===== config.mk =====
export PLATFORM = sky130hd
export DESIGN_NAME = shift_arbiter_flat
export DESIGN_NICKNAME = d
export VERILOG_FILES = /design/src/rtl/shift_arbiter_pkg.sv /design/src/rtl/shift_arbiter_if.sv /design/src/rtl/shift_arbiter_shift_core.sv /design/src/rtl/shift_arbiter.sv /design/src/flat_wrapper.sv
export SDC_FILE = /design/constraint.sdc
export NUM_CORES = 1
export LEC_CHECK = 0
export CORE_AREA = 2 2 148 150
export DETAILED_ROUTE_END_ITERATION = 10
export DIE_AREA = 0 0 150 152
export MAX_ROUTING_LAYER = met4
export PLACE_DENSITY = 0.67
export SLEW_MARGIN = 10
export SYNTH_ARGS = -nofsm -noshare
export SYNTH_HDL_FRONTEND = slang
export SYNTH_SLANG_ARGS = --single-unit

===== constraint.sdc =====
create_clock -name clock -period 5.6 [get_ports clock]
set_input_delay 0.84 -clock clock [delete_from_list [all_inputs] [get_ports clock]]
set_output_delay 0.84 -clock clock [all_outputs]
set_load 0.02 [all_outputs]

===== src/rtl/shift_arbiter_pkg.sv =====
// Shared encodings and widths for the two-requester shift arbiter.
package shift_arbiter_pkg;

    localparam int DATA_W  = 32;
    localparam int SHAMT_W = 5;

    typedef enum logic [1:0] {
        OP_SLL  = 2'b00,
        OP_SRL  = 2'b01,
        OP_SRA  = 2'b10,
        OP_PASS = 2'b11
    } op_t;

    localparam logic ID_ALU = 1'b0;
    localparam logic ID_MD  = 1'b1;

    typedef enum logic {
        GRANT_ALU = 1'b0,
        GRANT_MD  = 1'b1
    } grant_t;

endpackage


===== src/rtl/shift_arbiter_if.sv =====
// Request and response handshake bundle between requesters/consumer and the arbiter.
interface shift_arbiter_if;
    import shift_arbiter_pkg::*;

    logic               req0_valid;
    logic               req0_ready;
    logic [1:0]         req0_op;
    logic [DATA_W-1:0]  req0_data;
    logic [SHAMT_W-1:0] req0_shamt;

    logic               req1_valid;
    logic               req1_ready;
    logic [1:0]         req1_op;
    logic [DATA_W-1:0]  req1_data;
    logic [SHAMT_W-1:0] req1_shamt;

    logic               rsp_valid;
    logic               rsp_ready;
    logic [DATA_W-1:0]  rsp_data;
    logic               rsp_id;

    modport master (
        output req0_valid, req0_op, req0_data, req0_shamt,
        output req1_valid, req1_op, req1_data, req1_shamt,
        output rsp_ready,
        input  req0_ready, req1_ready,
        input  rsp_valid, rsp_data, rsp_id
    );

    modport slave (
        input  req0_valid, req0_op, req0_data, req0_shamt,
        input  req1_valid, req1_op, req1_data, req1_shamt,
        input  rsp_ready,
        output req0_ready, req1_ready,
        output rsp_valid, rsp_data, rsp_id
    );

endinterface


===== src/rtl/shift_arbiter_shift_core.sv =====
// Combinational 32-bit shifter: logical left/right, arithmetic right, or pass-through.
module shift_core
    import shift_arbiter_pkg::*;
(
    input  op_t                op,
    input  logic [DATA_W-1:0]  data,
    input  logic [SHAMT_W-1:0] shamt,
    output logic [DATA_W-1:0]  result
);

    logic [DATA_W-1:0] sll_res;
    logic [DATA_W-1:0] srl_res;
    logic [DATA_W-1:0] sra_res;

    assign sll_res = data << shamt;
    assign srl_res = data >> shamt;
    assign sra_res = $unsigned($signed(data) >>> shamt);

    always_comb begin
        result = data;
        case (op)
            OP_SLL:  result = sll_res;
            OP_SRL:  result = srl_res;
            OP_SRA:  result = sra_res;
            OP_PASS: result = data;
            default: result = data;
        endcase
    end

endmodule


===== src/rtl/shift_arbiter.sv =====
// Round-robin arbiter sharing one shifter between ALU issue (req0) and multdiv (req1).
//
//   state      | meaning
//   GRANT_ALU  | req0 took the last transfer, req1 wins the next conflict
//   GRANT_MD   | req1 took the last transfer, req0 wins the next conflict
module shift_arbiter
    import shift_arbiter_pkg::*;
#(
    parameter int STALL_W = 16
) (
    input  logic               clock,
    input  logic               reset,
    shift_arbiter_if.slave     bus,
    output logic [STALL_W-1:0] stall_cnt
);

    grant_t            last_grant;
    logic              rsp_valid_q;
    logic [DATA_W-1:0] rsp_data_q;
    logic              rsp_id_q;

    logic               accept;
    logic               grant0;
    logic               grant1;
    logic               stalled;
    op_t                sel_op;
    logic [DATA_W-1:0]  sel_data;
    logic [SHAMT_W-1:0] sel_shamt;
    logic [DATA_W-1:0]  shift_res;

    // A draining response frees the register in the same cycle, giving full throughput.
    assign accept         = ~rsp_valid_q | bus.rsp_ready;
    assign bus.req0_ready = accept & (~bus.req1_valid | (last_grant == GRANT_MD));
    assign bus.req1_ready = accept & (~bus.req0_valid | (last_grant == GRANT_ALU));

    assign grant0  = bus.req0_valid & bus.req0_ready;
    assign grant1  = bus.req1_valid & bus.req1_ready;
    assign stalled = (bus.req0_valid & ~bus.req0_ready) | (bus.req1_valid & ~bus.req1_ready);

    assign sel_op    = grant1 ? op_t'(bus.req1_op) : op_t'(bus.req0_op);
    assign sel_data  = grant1 ? bus.req1_data      : bus.req0_data;
    assign sel_shamt = grant1 ? bus.req1_shamt     : bus.req0_shamt;

    shift_core u_shift_core (
        .op     (sel_op),
        .data   (sel_data),
        .shamt  (sel_shamt),
        .result (shift_res)
    );

    assign bus.rsp_valid = rsp_valid_q;
    assign bus.rsp_data  = rsp_data_q;
    assign bus.rsp_id    = rsp_id_q;

    always_ff @(posedge clock or negedge reset) begin
        if (!reset) begin
            last_grant  <= GRANT_MD;
            rsp_valid_q <= 1'b0;
            rsp_data_q  <= '0;
            rsp_id_q    <= ID_ALU;
            stall_cnt   <= '0;
        end else begin
            if (grant0 | grant1) begin
                rsp_valid_q <= 1'b1;
                rsp_data_q  <= shift_res;
                rsp_id_q    <= grant1 ? ID_MD : ID_ALU;
                last_grant  <= grant1 ? GRANT_MD : GRANT_ALU;
            end else if (bus.rsp_ready) begin
                rsp_valid_q <= 1'b0;
            end
            if (stalled && (stall_cnt != '1)) begin
                stall_cnt <= stall_cnt + 1'b1;
            end
        end
    end

endmodule


===== src/flat_wrapper.sv =====
// flat-port wrapper written by rule: the top's interface ports become plain ports
module shift_arbiter_flat import shift_arbiter_pkg::*;
#(
    parameter int STALL_W = 16
)
  (clock, reset, stall_cnt, bus_req0_valid, bus_req0_op, bus_req0_data, bus_req0_shamt, bus_req1_valid, bus_req1_op, bus_req1_data, bus_req1_shamt, bus_rsp_ready, bus_req0_ready, bus_req1_ready, bus_rsp_valid, bus_rsp_data, bus_rsp_id);
  shift_arbiter_if bus_i ();
  input  logic clock;
  input  logic reset;
  output logic [STALL_W-1:0] stall_cnt;
  input wire logic [$bits(bus_i.req0_valid)-1:0] bus_req0_valid;
  input wire logic [$bits(bus_i.req0_op)-1:0] bus_req0_op;
  input wire logic [$bits(bus_i.req0_data)-1:0] bus_req0_data;
  input wire logic [$bits(bus_i.req0_shamt)-1:0] bus_req0_shamt;
  input wire logic [$bits(bus_i.req1_valid)-1:0] bus_req1_valid;
  input wire logic [$bits(bus_i.req1_op)-1:0] bus_req1_op;
  input wire logic [$bits(bus_i.req1_data)-1:0] bus_req1_data;
  input wire logic [$bits(bus_i.req1_shamt)-1:0] bus_req1_shamt;
  input wire logic [$bits(bus_i.rsp_ready)-1:0] bus_rsp_ready;
  output wire logic [$bits(bus_i.req0_ready)-1:0] bus_req0_ready;
  output wire logic [$bits(bus_i.req1_ready)-1:0] bus_req1_ready;
  output wire logic [$bits(bus_i.rsp_valid)-1:0] bus_rsp_valid;
  output wire logic [$bits(bus_i.rsp_data)-1:0] bus_rsp_data;
  output wire logic [$bits(bus_i.rsp_id)-1:0] bus_rsp_id;
  assign bus_i.req0_valid = bus_req0_valid;
  assign bus_i.req0_op = bus_req0_op;
  assign bus_i.req0_data = bus_req0_data;
  assign bus_i.req0_shamt = bus_req0_shamt;
  assign bus_i.req1_valid = bus_req1_valid;
  assign bus_i.req1_op = bus_req1_op;
  assign bus_i.req1_data = bus_req1_data;
  assign bus_i.req1_shamt = bus_req1_shamt;
  assign bus_i.rsp_ready = bus_rsp_ready;
  assign bus_req0_ready = bus_i.req0_ready;
  assign bus_req1_ready = bus_i.req1_ready;
  assign bus_rsp_valid = bus_i.rsp_valid;
  assign bus_rsp_data = bus_i.rsp_data;
  assign bus_rsp_id = bus_i.rsp_id;
  shift_arbiter #(.STALL_W(STALL_W)) u_core (.clock(clock), .reset(reset), .bus(bus_i), .stall_cnt(stall_cnt));
endmodule

==> flow_summary.yaml, run 1 <==
floorplan:
  fp-row-count: 54
  initial_core_util_pct: 43.8
  die_w_um: 150
  ios: 135
  die_y_um: 152
  die_area_um2: 22800
  core-area_um2: 21400
logic_synthesis:
  ys_top_cells_by_count: "mux2i_1, nand2_1, nor2_1"
  synth.most_common_cell: "mux2i_1"
  async_reset_ff_share_pct: 100
  yosysWarnings: 0
  syn_area_um2: 9360
  seq_area_frac_synth_pct: 13.6
  synth_nets: 1213
  synth_edf_count: 0
  synth_area_leaders: "mux2i_1, dfrtp_1, mux2_2"
  ys.flop_type: "dfrtp_1"
  yosysTopAreaCell: "mux2i_1"
  synth_cells: 1129
  syn_area_per_cell_um2: 8.29
  synth_top_area_share_pct: 20.6
  synth-seq-cells: 51
  synth_cell_types: 87
global_routing:
  grt_pass1_vias: 10200
  grt_max_degree: 53
  grt_usage_pct: 41.7
  gr-total-overflow: 0
  grt_pass1_wl_um: 69400
  antenna_found_initial: 1
timing:
  worstMarginPinSlew_ns: 1.16
  rsz0062_at_grt: "no"
  finalHoldViolations: 0
  holdWs_ns: 0.489
  timing.final.ws_setup_ns: 1.05
  period_share_pct: 81.3
  finalCriticalPeriod_ns: 4.55
  relSlewSlack_pct: 20.8
  finalClockSkew_ns: 0.00800
  slew_violations: 0
  final-setup-viol-count: 0
  max_freq_mhz: 220
  setup-tns-final_ns: 0
clock_network:
  clk_path_buf_depth: 2
  cts.sinks: 51
  post-cts-setup-buffer-count: 0
  cts_tree: "done"
  cts_resized: 0
  clkTransAtPathRegs_ns: 0.08
  clkLatencyLatePin_ns: 0.31
  root_buffer: "clkbuf_16"
  postCtsHoldBufs: 0
  cts_max_level: 2
  numCtsBuffers: 5
routing:
  vias_per_cell: 7.18
  drt_wl_total_um: 46700
  drt_first_iter_violations: 1585
  wl_per_cell_um: 31.4
  drc_errors: 0
  ant_nets: 0
  via_count: 10700
  firstDrtPassIters: 5
worst_hold_path:
  hold_depth: 1
  hold_end: "u_core.stall_cnt[7]$_DFFE_PN0P_"
  worstHoldPathType: "reg -> reg"
  min_from: "u_core.stall_cnt[7]$_DFFE_PN0P_"
place:
  dp_slack_ns: 0.899
  placed_cell_area_um2: 10800
  dp.cells: 1477
  dp_hpwl_um: 35900
  portBuffers: 134
  gp_congestion: 1.03
critical_path:
  cp_max_fo: 33
  r2r_cells: 8
  start_kind: "input pin"
  cp.required_ns: 5.74
  crit_type: "in -> reg"
  regToRegSetupSlack_ns: 1.72
  end_kind: "flip-flop"
  r2r-start: "u_core.bus.rsp_valid$_DFFE_PN0P_"
  crit_arrival_ns: 4.69
  r2r-end: "u_core.bus.rsp_data[28]$_DFFE_PN0P_"
power:
  power.density_nw_per_um2: 219
  p_leak_nw: 4.34
  ir_worst_vdd_mv: 0.138
layout:
  nets: 1288
  final_design_area_no_fill_um2: 11000
  area_delta_synth_final_pct: 17.4
  layoutNonFillerInstCount: 1486
  layout-drive-gt1-share_pct: 16.2
run:
  max_cap_viol_count: 0
status:
  status: "finished clean"
## registers in the layout, summed over array words and instances (netlist names)
register / flops
u_core.bus.rsp_data: 32
u_core.stall_cnt: 16
u_core.last_grant: 1
u_core.bus.rsp_valid: 1
u_core.bus.rsp_id: 1
## how the worst max path moves through the flow
stage | to | depth (start not counted) | from | slack, ns
after floorplan | u_core.bus.rsp_data[28]$_DFFE_PN0P_ | 10 | bus_req1_shamt[1] | 2.63
after global placement | u_core.bus.rsp_data[28]$_DFFE_PN0P_ | 9 | bus_rsp_ready | 0.88
after detailed placement | u_core.bus.rsp_data[28]$_DFFE_PN0P_ | 9 | bus_rsp_ready | 0.90
after CTS | u_core.bus.rsp_data[28]$_DFFE_PN0P_ | 9 | bus_rsp_ready | 1.18
after global routing | u_core.bus.rsp_data[28]$_DFFE_PN0P_ | 9 | bus_req0_valid | 0.99
final | u_core.bus.rsp_data[28]$_DFFE_PN0P_ | 9 | bus_rsp_ready | 1.05
## final cells by class
cell class / count / area (µm²)
Clock buffer: 5 / 125
Antenna cell: 1 / 2.50
Timing Repair Buffer: 176 / 1670
Multi-Input combinational cell: 956 / 7440
Sequential cell: 51 / 1280
Inverter: 14 / 55.1
Tap cell: 280 / 350
Fill cell: 2113 / 10400
Clock inverter: 3 / 67.6
## placed cells by master, fill, tap and decap left out, types with 11 or more instances in the layout
cell type / count
o22ai_1: 11
inv_1: 11
nand3_1: 22
nand2_1: 114
mux4_2: 25
mux2i_1: 193
a211oi_1: 11
o32a_1: 14
o211ai_1: 15
o21ai_0: 46
nor2_1: 94
a21oi_1: 44
buf_4: 41
a31oi_1: 25
nor4_1: 13
nand4_1: 27
o221ai_1: 21
nor3_1: 17
mux2_2: 74
o31ai_1: 16
dfrtp_1: 50
clkdlybuf4s50_1: 129
## critical path: stages
cell and delay, ns:
clkdlybuf4s50_1 0.48, nand2b_1 0.19, buf_4 0.41, nand4_1 0.47, nand2_2 0.49, mux2_4 0.36, o2111a_1 0.24, a2111oi_0 0.99
a31oi_1 0.20
## where the power goes
part	total, mW	internal [mW]	switching [mW]	leakage (nW)
Sequential	0.516	0.445	0.0704	0.610
Combinational	1.47	0.581	0.894	3.64
Clock	0.415	0.257	0.158	0.0900
Total	2.41	1.28	1.12	4.34
## per-stage QoR
step           power, mW  util [%]
6_report            2.41      51.5
5_1_grt             2.50      51.5
4_1_cts             2.36      51.5
3_5_place_dp        1.95      50.6
3_3_place_gp        1.96      50.6
2_1_floorplan       1.35         -
## metal layers
layer / GRT usage (%) / up-vias / share of wire [%]
met5: - / - / 0
met4: 22.3 / 0 / 6.9
met3: 7.09 / 146 / 11
met2: 57.9 / 772 / 42
met1: 57.4 / 5205 / 40
li1: - / 4552 / -
## cells by family (layout without fill, tap and decap cells)
| group | count (synthesis) | after routing | synth area share [%] |
|---|---|---|---|
| other cells | 0 | 1 | 0 |
| compound gates | 296 | 296 | 23.3 |
| fa+ha+maj | 2 | 2 | 0.241 |
| simple gates | 348 | 348 | 18.1 |
| buf+inv | 122 | 198 | 7.20 |
| xor+xnor | 15 | 15 | 1.40 |
| flops | 51 | 51 | 13.6 |
| mux | 295 | 295 | 36.1 |
No activity file was read; power rests on OpenSTA's default activity.
==> inputs of run 2 (changes only) <==
==> constraint.sdc (replaced) <==
create_clock -name clock -period 4.3 [get_ports clock]
set_input_delay 0.645 -clock clock [delete_from_list [all_inputs] [get_ports clock]]
set_output_delay 0.645 -clock clock [all_outputs]
set_load 0.02 [all_outputs]
==> run 2 against run 1 <==
  * Clock power up 14%
  * Largest power group unchanged
  * Critical endpoint is now u_core.bus.rsp_data[8]$_DFFE_PN0P_
  * Combinational power rose by 33%
  * Critical path type unchanged
  * Sequential share of layout area shrank 0.23 points
==> flow_summary.yaml, run 2 (synthesis results as in run 1) <==
critical_path:
  r2r-start: "u_core.bus.rsp_valid$_DFFE_PN0P_"
  cp_max_fo: 22
  end_kind: "flip-flop"
  r2r-end: "u_core.bus.rsp_data[8]$_DFFE_PN0P_"
  cp.required_ns: 4.54
  crit_type: "in -> reg"
  r2r_cells: 8
  critPathBufInv: 2
  slowest_stage: "o21ai_0"
  regToRegSetupSlack_ns: 1.11
  start_kind: "input pin"
  crit_family: "compound AO/OA/AOI/OAI gates"
  crit_chain: "clkdlybuf4s50_1 > nor2b_2 > nor3_4 > buf_12 > o21ai_0 > mux2_2 > nand2_1 > a311oi_1 > o32a_1"
  crit_arrival_ns: 3.83
  cpPeakStageDelay_ns: 0.72
layout:
  largest_register_ffs: 32
  final_common_cell: "mux2i_1"
  final_cell_mix: "mux2i_1, clkdlybuf4s50_1, nand2_1, nor2_1, mux2_2"
  area_delta_synth_final_pct: 19.8
  register_area_um2: 1280
  multi_input_area_um2: 7440
  layout-drive-gt1-share_pct: 18.1
  fillers: 2108
  nets: 1317
clock_network:
  clk_path_buf_depth: 2
  clkLatencyLatePin_ns: 0.31
  numCtsBuffers: 5
  post-cts-setup-buffer-count: 0
  cts_resized: 0
  cts.sinks: 51
  root_buffer: "clkbuf_16"
  cts_tree: "done"
  cts_max_level: 2
  clkTransAtPathRegs_ns: 0.08
  postCtsHoldBufs: 0
routing:
  via_count: 10800
  drc_errors: 0
  firstDrtPassIters: 8
  ant_nets: 0
  wl_per_cell_um: 31.2
  drt_first_iter_violations: 1267
  drt_wl_total_um: 47300
  vias_per_cell: 7.11
floorplan:
  ios: 135
  core-area_um2: 21400
  fp-row-count: 54
  die_y_um: 152
  die_w_um: 150
  die_area_um2: 22800
  initial_core_util_pct: 43.8
timing:
  setup-tns-final_ns: 0
  final-setup-viol-count: 0
  relSlewSlack_pct: 37.3
  worstMarginPinSlew_ns: 0.941
  finalClockSkew_ns: 0.0107
  holdWs_ns: 0.458
  finalCriticalPeriod_ns: 3.59
  rsz0062_at_grt: "no"
  finalHoldViolations: 0
  timing.final.ws_setup_ns: 0.712
  slew_violations: 0
  max_freq_mhz: 279
  period_share_pct: 83.4
place:
  dp_slack_ns: 0.483
  dp_hpwl_um: 36500
  portBuffers: 134
  gp_congestion: 1.06
worst_hold_path:
  worstHoldPathType: "in -> async"
global_routing:
  grt_pass1_vias: 10100
  grt_usage_pct: 41.8
  grt_pass1_wl_um: 69500
  grt_max_degree: 66
  gr-total-overflow: 0
  antenna_found_initial: 1
status:
  status: "finished clean"
run:
  max_cap_viol_count: 0
power:
  power.density_nw_per_um2: 277
  ir_worst_vdd_mv: 0.161
  p_leak_nw: 4.48
[run 2: cell count changes in the layout (fill, tap and decap cells not counted)]
| cell | delta |
|---|---|
| bufinv_16 | -1 |
| buf_12 | +3 |
| buf_4 | +26 |
[run 2: worst max path at each step]
| stage | end | start | cells after the start | slack, ns |
|---|---|---|---|---|
| final | u_core.bus.rsp_data[8]$_DFFE_PN0P_ | bus_rsp_ready | 9 | 0.71 |
| after floorplan | u_core.bus.rsp_data[28]$_DFFE_PN0P_ | bus_req1_shamt[1] | 10 | 1.52 |
| after CTS | u_core.bus.rsp_data[2]$_DFFE_PN0P_ | bus_rsp_ready | 9 | 0.78 |
| after global routing | u_core.bus.rsp_data[28]$_DFFE_PN0P_ | bus_req1_valid | 9 | 0.60 |
| after global placement | u_core.bus.rsp_data[28]$_DFFE_PN0P_ | bus_req1_valid | 9 | 0.45 |
| after detailed placement | u_core.bus.rsp_data[2]$_DFFE_PN0P_ | bus_rsp_ready | 9 | 0.48 |
[run 2: worst register-to-register path: stages, from the launching register on]
cell	delay [ns]
dfrtp_1	0.36
nor2b_2	0.50
nor3_4	0.14
buf_12	0.19
o21ai_0	0.73
mux2_2	0.34
nand2_1	0.06
a311oi_1	0.59
o32a_1	0.24
[run 2: power by group]
group          internal, mW  switching [mW]  total (mW)
registers             0.580          0.0919       0.672
logic                 0.789            1.18        1.96
clock network         0.272           0.201       0.473
[run 2: final cells by class]
| class | instances | share of cell area [%] |
|---|---|---|
| Antenna cell | 1 | 0.0223 |
| Timing Repair Buffer | 205 | 17.2 |
| Clock buffer | 5 | 1.12 |
| Tap cell | 280 | 3.12 |
| Multi-Input combinational cell | 956 | 66.3 |
| Clock inverter | 2 | 0.335 |
| Inverter | 14 | 0.491 |
| Sequential cell | 51 | 11.4 |
[run 2: per-stage QoR]
stage	cells	power [mW]	utilization [%]	instance area, µm²
after global routing	1514	3.23	52.5	11200
after floorplan	1129	1.75	-	9360
after global placement	1506	2.59	51.8	11000
after CTS	1513	3.06	52.5	11200
final	1514	3.11	52.5	11200
after detailed placement	1506	2.59	51.8	11000
[run 2: per-layer routing]
metal  vias up  wire [µm]  track usage (%)  share of wire (%)
met2       776      20400             61.6                 43
met1      5217      19100             56.3                 40
met3       170       4750             6.67                 10
met5         -          0                -                  0
met4         0       2990             18.5                6.3
li1       4607          -                -                  -
==> inputs of run 3 (changes only) <==
--- a/config.mk
+++ b/config.mk
@@ -9,7 +9,7 @@
 export DETAILED_ROUTE_END_ITERATION = 10
 export DIE_AREA = 0 0 150 152
 export MAX_ROUTING_LAYER = met4
-export PLACE_DENSITY = 0.67
+export PLACE_DENSITY = 0.7
 export SLEW_MARGIN = 10
 export SYNTH_ARGS = -nofsm -noshare
 export SYNTH_HDL_FRONTEND = slang
==> constraint.sdc (replaced) <==
create_clock -name clock -period 3.3 [get_ports clock]
set_input_delay 0.495 -clock clock [delete_from_list [all_inputs] [get_ports clock]]
set_output_delay 0.495 -clock clock [all_outputs]
set_load 0.02 [all_outputs]
==> run 3 against run 2 <==
  * Register-to-register slack lost 0.83 ns
  * Die area is the same
  * Cell count grew 13%
  * Sequential share of layout area shrank 1.5 points
  * Critical path type unchanged
  * Wire length grew 6.6%
  * Non-clock buffer count grew 194
  * Combinational power grew 51%
  * Cell area grew 15%
  * Worst setup slack lost 0.60 ns
==> flow_summary.yaml, run 3 (synthesis results as in run 1) <==
power:
  power.density_nw_per_um2: 346
  p_int_mw: 2.43
  clkPwrFrac_pct: 14.1
  power.total_mw: 4.46
  ir_worst_vdd_mv: 0.236
  p_leak_nw: 5.50
  p_comb_share_pct: 66.3
  p_seq_share_pct: 19.6
  p_sw_share_pct: 45.5
  p_sw_mw: 2.03
place:
  placed_cell_area_um2: 12700
  dp.cells: 1700
  dp_hpwl_um: 40800
  portBuffers: 134
  gp_congestion: 1.10
  dp_slack_ns: -0.329
timing:
  final-setup-viol-count: 0
  slew_violations: 0
  setup-tns-final_ns: 0
  finalClockSkew_ns: 0.00408
  worstMarginPinSlew_ns: 0.736
  period_share_pct: 96.5
  timing.final.ws_setup_ns: 0.115
  max_freq_mhz: 314
  holdWs_ns: 0.247
  rsz0062_at_grt: "no"
  finalCriticalPeriod_ns: 3.19
  finalHoldViolations: 0
  relSlewSlack_pct: 50.4
critical_path:
  start_kind: "input pin"
  r2r_cells: 9
  r2r-end: "u_core.bus.rsp_data[21]$_DFFE_PN0P_"
  crit_end: "u_core.bus.rsp_data[21]$_DFFE_PN0P_"
  crit_type: "in -> reg"
  r2r-start: "u_core.last_grant$_DFFE_PN1P_"
  cp_max_fo: 11
  cp.required_ns: 3.50
  end_kind: "flip-flop"
  regToRegSetupSlack_ns: 0.28
  crit_arrival_ns: 3.38
  cp-startpoint: "bus_req0_valid"
clock_network:
  post-cts-setup-buffer-count: 0
  root_buffer: "clkbuf_16"
  numCtsBuffers: 5
  cts_max_level: 2
  clkLatencyLatePin_ns: 0.30
  clkTransAtPathRegs_ns: 0.08
  clk_path_buf_depth: 2
  postCtsHoldBufs: 0
  cts_tree: "done"
  cts.sinks: 51
floorplan:
  fp-row-count: 54
  die_y_um: 152
  core-area_um2: 21400
  die_area_um2: 22800
  die_w_um: 150
  initial_core_util_pct: 43.8
  ios: 135
layout:
  fin_util_pct: 60.4
  fillers: 1912
  area_delta_synth_final_pct: 37.9
  multi_input_area_um2: 7440
  final_common_cell: "buf_4"
  layoutNonFillerInstCount: 1709
  nets: 1511
  final_cell_mix: "buf_4, mux2i_1, clkdlybuf4s50_1, nand2_1, nor2_1"
  register_area_um2: 1280
  final_design_area_no_fill_um2: 12900
  layout-drive-gt1-share_pct: 29.3
  largest_register_ffs: 32
routing:
  drt_first_iter_violations: 1498
  wl_per_cell_um: 29.5
  drt_wl_total_um: 50400
  ant_nets: 0
  vias_per_cell: 6.77
  drc_errors: 0
  via_count: 11600
  firstDrtPassIters: 6
global_routing:
  grt_pass1_vias: 11300
  gr-total-overflow: 0
  grt_usage_pct: 44.7
  antenna_found_initial: 2
  grt_pass1_wl_um: 74000
  grt_max_degree: 32
run:
  max_cap_viol_count: 0
worst_hold_path:
  worstHoldPathType: "in -> async"
status:
  status: "finished clean"
## run 3: changes by cell type in the layout (fill, tap and decap cells not counted), sizes merged
| cell | previous run | this run |
|---|---|---|
| diode | 1 | 2 |
| buf | 76 | 270 |
## run 3: timing repair
item / 4_1_cts / 5_1_grt
endpoints found under the setup margin: 1 / 2
gates cloned: 0 / 0
resized for setup: 1 / 2
## run 3: layer usage
metal  track usage, %  routed length, µm
met5                -                  0
met4             25.4               3690
met3             7.48               5440
met2             64.5              21300
met1             58.9              20000
## run 3: area by class of cell
cell class	instances	share of cell area, %
multi-input combinational	956	57.7
inverter	14	0.427
antenna	2	0.0388
clock buffer	5	0.970
timing repair buffer	399	28.0
sequential	51	9.90
clock inverter	2	0.291
tap	280	2.71
## run 3: how the worst min path moves through the flow
stage / end / slack [ns] / depth (start not counted)
6_report: u_core.bus.rsp_valid$_DFFE_PN0P_ / 0.25 / 1
5_1_grt: u_core.bus.rsp_valid$_DFFE_PN0P_ / 0.29 / 1
4_1_cts: u_core.bus.rsp_valid$_DFFE_PN0P_ / 0.26 / 1
3_5_place_dp: u_core.bus.rsp_id$_DFFE_PN0P_ / 0.47 / 2
3_3_place_gp: u_core.bus.rsp_id$_DFFE_PN0P_ / 0.47 / 2
2_1_floorplan: u_core.bus.rsp_data[0]$_DFFE_PN0P_ / 0.20 / 0
## run 3: critical path: stages
cell and delay, ns:
clkdlybuf4s50_1 0.51, nand2_1 0.18, buf_4 0.24, a311oi_1 0.39, nor2_1 0.12, a221oi_1 0.43, buf_4 0.19, o21ai_0 0.25
a221o_1 0.39, o22a_1 0.18
## run 3: power by group through the flow
stage / Combinational [mW] / Clock, mW / Sequential [mW]
finish: 2.96 / 0.631 / 0.875
global route: 3.06 / 0.656 / 0.896
CTS: 2.88 / 0.632 / 0.874
detailed placement: 2.86 / 0 / 0.884
global placement: 2.86 / 0 / 0.883
floorplan: 1.27 / 0 / 1.01
